### src/rtl/axis_pkg.sv
// Shared definitions for the sequence-checking AXI-Stream sink.
// Holds the FSM state encoding and the default data/counter widths.
package axis_pkg;

  localparam int AXIS_WIDTH_DEF = 32;
  localparam int CNT_WIDTH_DEF  = 16;
  localparam int PAT_WIDTH      = 8;

  typedef enum logic {
    SYNC  = 1'b0,
    CHECK = 1'b1
  } state_t;

endpackage

### src/rtl/axis_seq_sink_if.sv
// AXI-Stream handshake bundle between an upstream source and the sequence sink.
// The master modport is the source side; the slave modport is the sink side.
interface axis_seq_sink_if
  import axis_pkg::*;
#(
  parameter int AXIS_WIDTH = AXIS_WIDTH_DEF
);

  logic                  s_axis_tvalid;
  logic [AXIS_WIDTH-1:0] s_axis_tdata;
  logic                  s_axis_tready;

  modport master (
    output s_axis_tvalid,
    output s_axis_tdata,
    input  s_axis_tready
  );

  modport slave (
    input  s_axis_tvalid,
    input  s_axis_tdata,
    output s_axis_tready
  );

endinterface

### src/rtl/axis_ready_gen.sv
// Backpressure generator: an 8-bit stall pattern that rotates while enabled
// and produces the sink's tready.
module axis_ready_gen
  import axis_pkg::*;
(
  input  logic                 clk,
  input  logic                 reset,
  input  logic                 i_en,
  input  logic                 i_clr,
  input  logic [PAT_WIDTH-1:0] i_stallMask,
  output logic                 o_tready
);

  logic [PAT_WIDTH-1:0] r_pat;

  // Pattern is reloaded whenever the sink is idle so a new run starts at bit 0.
  always_ff @(posedge clk) begin
    if (reset || !i_en) begin
      r_pat <= i_stallMask;
    end else begin
      r_pat <= {r_pat[0], r_pat[PAT_WIDTH-1:1]};
    end
  end

  assign o_tready = ~reset & i_en & ~i_clr & ~r_pat[0];

endmodule

### src/rtl/axis_seq_sink.sv
// AXI-Stream sink that checks incoming data forms an incrementing sequence,
// counting accepted beats and mismatches; resynchronises after each mismatch.
module axis_seq_sink
  import axis_pkg::*;
#(
  parameter int AXIS_WIDTH = AXIS_WIDTH_DEF,
  parameter int CNT_WIDTH  = CNT_WIDTH_DEF
) (
  input  logic                  clk,
  input  logic                  reset,
  input  logic                  en,
  input  logic                  clr,
  input  logic [PAT_WIDTH-1:0]  stall_mask,
  axis_seq_sink_if.slave        s_axis,
  output logic                  synced,
  output logic [CNT_WIDTH-1:0]  beat_count,
  output logic [CNT_WIDTH-1:0]  err_count,
  output logic                  err_flag,
  output logic [AXIS_WIDTH-1:0] last_data
);

  state_t                r_state,     w_stateNext;
  logic                  r_synced,    w_syncedNext;
  logic [CNT_WIDTH-1:0]  r_beatCount, w_beatCountNext;
  logic [CNT_WIDTH-1:0]  r_errCount,  w_errCountNext;
  logic                  r_errFlag,   w_errFlagNext;
  logic [AXIS_WIDTH-1:0] r_lastData,  w_lastDataNext;
  logic [AXIS_WIDTH-1:0] r_expected,  w_expectedNext;

  logic w_tready;
  logic w_handshake;

  axis_ready_gen u_readyGen (
    .clk         (clk),
    .reset       (reset),
    .i_en        (en),
    .i_clr       (clr),
    .i_stallMask (stall_mask),
    .o_tready    (w_tready)
  );

  assign s_axis.s_axis_tready = w_tready;
  assign w_handshake          = s_axis.s_axis_tvalid & w_tready;

  always_ff @(posedge clk) begin
    if (reset) begin
      r_state     <= SYNC;
      r_synced    <= 1'b0;
      r_beatCount <= '0;
      r_errCount  <= '0;
      r_errFlag   <= 1'b0;
      r_lastData  <= '0;
      r_expected  <= '0;
    end else begin
      r_state     <= w_stateNext;
      r_synced    <= w_syncedNext;
      r_beatCount <= w_beatCountNext;
      r_errCount  <= w_errCountNext;
      r_errFlag   <= w_errFlagNext;
      r_lastData  <= w_lastDataNext;
      r_expected  <= w_expectedNext;
    end
  end

  // tready is already low during clr, so clr and a handshake never coincide.
  always_comb begin
    w_stateNext     = r_state;
    w_syncedNext    = r_synced;
    w_beatCountNext = r_beatCount;
    w_errCountNext  = r_errCount;
    w_errFlagNext   = r_errFlag;
    w_lastDataNext  = r_lastData;
    w_expectedNext  = r_expected;

    if (clr) begin
      w_stateNext     = SYNC;
      w_syncedNext    = 1'b0;
      w_beatCountNext = '0;
      w_errCountNext  = '0;
      w_errFlagNext   = 1'b0;
      w_lastDataNext  = '0;
    end else if (w_handshake) begin
      w_lastDataNext  = s_axis.s_axis_tdata;
      w_expectedNext  = s_axis.s_axis_tdata + AXIS_WIDTH'(1);
      w_beatCountNext = r_beatCount + CNT_WIDTH'(1);
      unique case (r_state)
        SYNC: begin
          w_syncedNext = 1'b1;
          w_stateNext  = CHECK;
        end
        CHECK: begin
          if (s_axis.s_axis_tdata != r_expected) begin
            w_errFlagNext  = 1'b1;
            w_errCountNext = (r_errCount == '1) ? r_errCount
                                                : r_errCount + CNT_WIDTH'(1);
          end
        end
        default: w_stateNext = SYNC;
      endcase
    end
  end

  assign synced     = r_synced;
  assign beat_count = r_beatCount;
  assign err_count  = r_errCount;
  assign err_flag   = r_errFlag;
  assign last_data  = r_lastData;

endmodule

### src/flat_wrapper.sv
// flat-port wrapper written by rule: the top's interface ports become plain ports
module axis_seq_sink_flat import axis_pkg::*;
#(
  parameter int AXIS_WIDTH = AXIS_WIDTH_DEF,
  parameter int CNT_WIDTH  = CNT_WIDTH_DEF
)
  (clk, reset, en, clr, stall_mask, synced, beat_count, err_count, err_flag, last_data, s_axis_s_axis_tvalid, s_axis_s_axis_tdata, s_axis_s_axis_tready);
  axis_seq_sink_if #(.AXIS_WIDTH(AXIS_WIDTH)) s_axis_i ();
  input  logic clk;
  input  logic reset;
  input  logic en;
  input  logic clr;
  input  logic [PAT_WIDTH-1:0] stall_mask;
  output logic synced;
  output logic [CNT_WIDTH-1:0] beat_count;
  output logic [CNT_WIDTH-1:0] err_count;
  output logic err_flag;
  output logic [AXIS_WIDTH-1:0] last_data;
  input wire logic [$bits(s_axis_i.s_axis_tvalid)-1:0] s_axis_s_axis_tvalid;
  input wire logic [$bits(s_axis_i.s_axis_tdata)-1:0] s_axis_s_axis_tdata;
  output wire logic [$bits(s_axis_i.s_axis_tready)-1:0] s_axis_s_axis_tready;
  assign s_axis_i.s_axis_tvalid = s_axis_s_axis_tvalid;
  assign s_axis_i.s_axis_tdata = s_axis_s_axis_tdata;
  assign s_axis_s_axis_tready = s_axis_i.s_axis_tready;
  axis_seq_sink #(.AXIS_WIDTH(AXIS_WIDTH), .CNT_WIDTH(CNT_WIDTH)) u_core (.clk(clk), .reset(reset), .en(en), .clr(clr), .stall_mask(stall_mask), .s_axis(s_axis_i), .synced(synced), .beat_count(beat_count), .err_count(err_count), .err_flag(err_flag), .last_data(last_data));
endmodule
### config.mk
export PLATFORM = sky130hd
export DESIGN_NAME = axis_seq_sink_flat
export DESIGN_NICKNAME = d
export VERILOG_FILES = /design/src/rtl/axis_pkg.sv /design/src/rtl/axis_seq_sink_if.sv /design/src/rtl/axis_ready_gen.sv /design/src/rtl/axis_seq_sink.sv /design/src/flat_wrapper.sv
export SDC_FILE = /design/constraint.sdc
export NUM_CORES = 1
export LEC_CHECK = 0
export ABC_CLOCK_PERIOD_IN_PS = 5300
export CAP_MARGIN = 20
export CORE_MARGIN = 8
export CORE_UTILIZATION = 54
export DETAILED_ROUTE_END_ITERATION = 6
export PLACE_DENSITY = 0.85
export SKIP_LAST_GASP = 1
export SYNTH_ARGS = -nofsm -noshare
export SYNTH_HDL_FRONTEND = slang
export SYNTH_SLANG_ARGS = --single-unit
### constraint.sdc
create_clock -name clk -period 5.3 [get_ports clk]
set_input_delay 0.795 -clock clk [delete_from_list [all_inputs] [get_ports clk]]
set_output_delay 0.795 -clock clk [all_outputs]
set_load 0.03 [all_outputs]
; Yosys cells after proc, flatten, opt, wreduce, memory -nomap -nowiden
; Cells that the tools add are included.
[word_totals]
reg_bits = 107
latchBits = 0
mem_bits_rw = 0
rom_bits = 0
in_bits = 45
out_inout_bits = 67
word_cells = 30
n_memories = 0
[classes]
n_addsub = 3
multipliers = 0
n_div = 0
n_lt_le_gt_ge = 0
n_eq_ne = 2
shift = 0
mux = 1
n_bitwise = 9
reduce_logical = 7
[ops]
columns = op, count
row1 = 16-bit by 1-bit adder with 16-bit output (second input constant), 2
row2 = 32-bit by 1-bit adder with 32-bit output (second input constant), 1
row3 = 32-bit inequality test, 1
row4 = 16-bit equality test (second input constant), 1
row5 = 8-bit two-way mux, 1
row6 = 1-bit NOT, 5
row7 = 1-bit bitwise AND, 4
row8 = 2-bit AND reduction, 2
row9 = 4-bit AND reduction, 1
row10 = 3-bit AND reduction, 1
row11 = 2-bit OR reduction, 1
row12 = 1-bit logical NOT, 1
row13 = 1-bit logical OR, 1

; Depth between registers and ports, before layout
[depth]
ltp_word = 6
depth_mapped = 10
ltp_nobuf = 7

; Cells and area by module
; Synthesis repeated with hierarchy kept, for this count alone.
[hier_totals]
cells_unflattened = 603
area_unflattened_um2 = 5058.6
[by_module_without_submodules]
columns = mod, n_inst, cells_per_inst, area_each_um2
row1 = axis_seq_sink, 1, 584, 4745.8
row2 = axis_ready_gen, 1, 19, 312.8

; Worst setup path before layout
; Ideal clock, no wire load.
[synth_path]
kind = input to register
from = input port reset
to = register u_core.r_errCount[8], in the netlist u_core.err_count[8]
t_arrival_ns = 2.438
required_time_ns = 5.184
slack_ns = 2.746
cell_stages = 8
cell_sequence = buf_6 > nor4b_4 > nand3_2 > a31o_4 > a21oi_4 > buf_6 > a31oi_1 > a41o_1
[synth_between]
elab_chain_cells = 6
elab_cells_between_ends = 7
cone_classes = bitwise: 5 / reduce/logical: 2
[synth_rtl]
columns = item, line_no
row1 = start: declaration, flat_wrapper.sv:10  ; input logic reset;
row2 = 1-bit NOT, axis_ready_gen.sv:25  ; assign o_tready = ~reset & i_en & ~i_clr & ~r_pat[0];
row3 = 1-bit bitwise AND (3 in series), axis_ready_gen.sv:25
row4 = named net s_axis_s_axis_tready, flat_wrapper.sv:21  ; output wire logic [$bits(s_axis_i.s_axis_tready)-1:0] s_axis_s_axis_tready;
row5 = 1-bit bitwise AND, axis_seq_sink.sv:43  ; assign w_handshake = s_axis.s_axis_tvalid & w_tready;
row6 = 4-bit AND reduction (no line), n/a
row7 = end signal: assignment, axis_seq_sink.sv:58  ; r_errCount <= w_errCountNext;
row8 = end: declaration, axis_seq_sink.sv:25  ; logic [CNT_WIDTH-1:0] r_errCount, w_errCountNext;
; The timed path passes the listed nets, and every way through them passes these cells.
; A chain may end at the register's enable or synchronous reset.

; Worst setup path after layout
[layout_path]
from = input port reset
to = output port s_axis_s_axis_tready
[layout_between]
elab_chain_cells = 4
[layout_rtl]
columns = item, line_no
row1 = 1-bit NOT, axis_ready_gen.sv:25
row2 = 1-bit bitwise AND (3 in series), axis_ready_gen.sv:25
row3 = end: declaration, flat_wrapper.sv:21
; Every way passes these cells.

==> results.cfg <==
[clock_tree]
clock_sinks = 107
cts_resized = 0
cts_tree = done
cts.reportedPaths.clkPinSlew_ns = 0.09
htree_levels = 3
clock_path_buffers = 2
clkLatencyLatePin_ns = 0.36
cts-hold-fix-buffers = 0
post_cts_buffers = 0
numCtsBuffers = 9
cts-root-buf = clkbuf_8

[drt]
drc = 0
vias = 4365
drtPass1Iterations = 4
drt-initial-drc-count = 277
wl_um = 12370
wire_per_inst_um = 15.82
vias_per_cell = 5.582
drt.antenna.violating_nets = 0

[critical_path]
cp_max_fo = 37
cp.arrival_ns = 2.65
cp.depth = 4
critPathMaxStageDelay_ns = 0.76
r2r_start = u_core.err_count[0]
crit_chain = clkdlybuf4s50_1 -> buf_4 -> nor4b_4 -> clkdlybuf4s50_1
crit_path_start_kind = input port
rr_endpoint = u_core.err_count[6]
worst_ep_required_time_ns = 4.51
r2r_cells = 7
crit_path_end = s_axis_s_axis_tready
critPathTopFamily = buffers and inverters
worstSetupPathType = in -> out
crit_start = reset
cpMaxStageDelayCell = clkdlybuf4s50_1
rrSetupSlack_ns = 2.97
crit_buf_inv = 3
endpoint_kind = output pin
path_common_cell = clkdlybuf4s50_1

[worst_hold_path]
hold_class = reg -> reg

[floorplanning]
die_h_um = 112.3
row_count = 35
core_area_mm2 = 0.009109
dieArea_mm2 = 0.01261
initial_utilization_pct = 54.96
io_pins = 112
fp.dieW_um = 112.3

[sta]
setup_violations = 0
rsz0062_at_grt = false
hold_viol = 0
holdWs_ns = 0.4590
final_max_slew_viol_count = 0
max_clock_freq_mhz = 290.3
fin_skew_ns = 0.01203
finalCritPeriodShare_pct = 65.00
tightest_slew_ns = 0.9699
setup_tns_ns = 0
slew_headroom_pct = 35.34
period_needed_ns = 3.445

[yosys]
netlist_top_cells_area = dfxtp_1 (43%), xnor2_1 (7.7%), nand2_1 (7.2%), xor2_1 (5.4%), nor2_1 (4.5%)
synth_area_per_cell_um2 = 8.616
yosysUniqueCellTypes = 40
synth_warnings = 0
syn_area_mm2 = 0.005006
yosysTopAreaCellShare_pct = 42.79
synth_common_cells = dfxtp_1 (107), nand2_1 (96), nor2_1 (60)
ys_seq_elements = 107
synth_edf_count = 0
yosysTopAreaCell = dfxtp_1
synth-async-reset-ratio_pct = 0
synth_ff_type = dfxtp_1
yosysSeqAreaShare_pct = 42.79
yosysMostFrequentCell = dfxtp_1
synth_cells = 581
syn_nets = 629

[cells_and_area]
fin_nets = 714
final_cell_area_mm2 = 0.006301
area_growth_pct = 25.87
layout-drive-gt1-share_pct = 6.706
n_antenna_cell = 0
instances_no_fill = 782

[pwr]
p_total_mw = 1.455
powerDensity_mw_per_mm2 = 231.0
ir_drop_v = 0.0001718
leakagePower_nw = 2.036

[grt]
grt_pass1_vias = 4354
gr-usage-all-layers_pct = 19.51
antenna_found_initial = 0
grt_pass1_wl_um = 20740
grt_max_degree = 61
grt-ovfl-total = 0

[placed_design]
port_buffers = 111
post-dp-hpwl_um = 8985
dpl_cell_area_mm2 = 0.006088
place.gp.congestion = 0.8571
dp_cells = 765

[status]
status = finished, final reports clean

[flow_run]
drv_cap = 0
where the power goes:
part	switching [mW]	internal, mW
clock	0.274	0.220
combinational	0.0722	0.0661
sequential	0.00673	0.816
tightest hold or removal path, cell delays in order, from the launching register on:
cell,delay [ns]
dfxtp_1,0.32
nand2_1,0.05
a21oi_1,0.05
layout by cell type (no fill, tap or decap), types with 8 or more instances in the layout:
cell / count
nand2_1: 96
xor2_1: 31
mux2_2: 8
nand3_1: 20
and4_1: 10
xnor2_1: 44
nand4_1: 28
a211oi_1: 27
dfxtp_1: 107
and3_1: 9
nor2_1: 60
clkdlybuf4s50_1: 111
clkbuf_8: 9
a21oi_1: 43
cells by family after synthesis:
group	Yosys count	share of synthesized area, %
AO/OA/AOI/OAI	97	13.00
AND/OR/NAND/NOR	241	23.42
adder cells (fa/ha/maj)	3	0.7499
buffers and inverters	47	4.524
multiplexers	11	2.399
XOR/XNOR	75	13.12
flip-flops	107	42.79
sequential cells by signal, indices dropped and copies added (netlist names):
signal,count
u_core.synced,1
u_core.r_expected,32
u_core.r_state,1
u_core.last_data,32
u_core.err_flag,1
u_core.beat_count,16
u_core.u_readyGen.r_pat,8
u_core.err_count,16
stage by stage:
step / setup WS, ns / utilization [%]
floorplan: 2.746 / -
CTS: 1.851 / 68.96
global placement: 1.872 / 66.84
detailed placement: 1.814 / 66.84
global route: 1.778 / 69.18
finish: 1.855 / 69.18
metal layers:
layer / wire length, µm / share of wire, % / global-route usage (%)
met4: 148 / 1.2 / 5.306
met1: 5254 / 42 / 22.71
met5: 0 / 0 / 0
met2: 6126 / 50 / 33.36
met3: 843 / 6.8 / 6.656
area by class of cell:
type,count,area (µm²)
tap,111,138.9
sequential,107,2142
inverter,6,22.52
clock buffer,10,127.6
timing repair buffer,115,1166
clock inverter,6,65.06
fill,729,2808
multi-input combinational,427,2639
how the worst min path moves through the flow:
stage	slack, ns	to	cells past startpoint	start
after floorplan	0.43	u_core.u_readyGen.r_pat[0]	1	u_core.u_readyGen.r_pat[1]
after global placement	0.44	u_core.u_readyGen.r_pat[5]	1	u_core.u_readyGen.r_pat[6]
after detailed placement	0.45	u_core.u_readyGen.r_pat[2]	1	u_core.u_readyGen.r_pat[3]
after CTS	0.46	u_core.u_readyGen.r_pat[4]	1	u_core.u_readyGen.r_pat[5]
after global routing	0.48	u_core.u_readyGen.r_pat[2]	1	u_core.u_readyGen.r_pat[3]
final	0.46	u_core.last_data[28]	2	u_core.last_data[28]
Note: power is estimated with default switching activity, not from simulation.
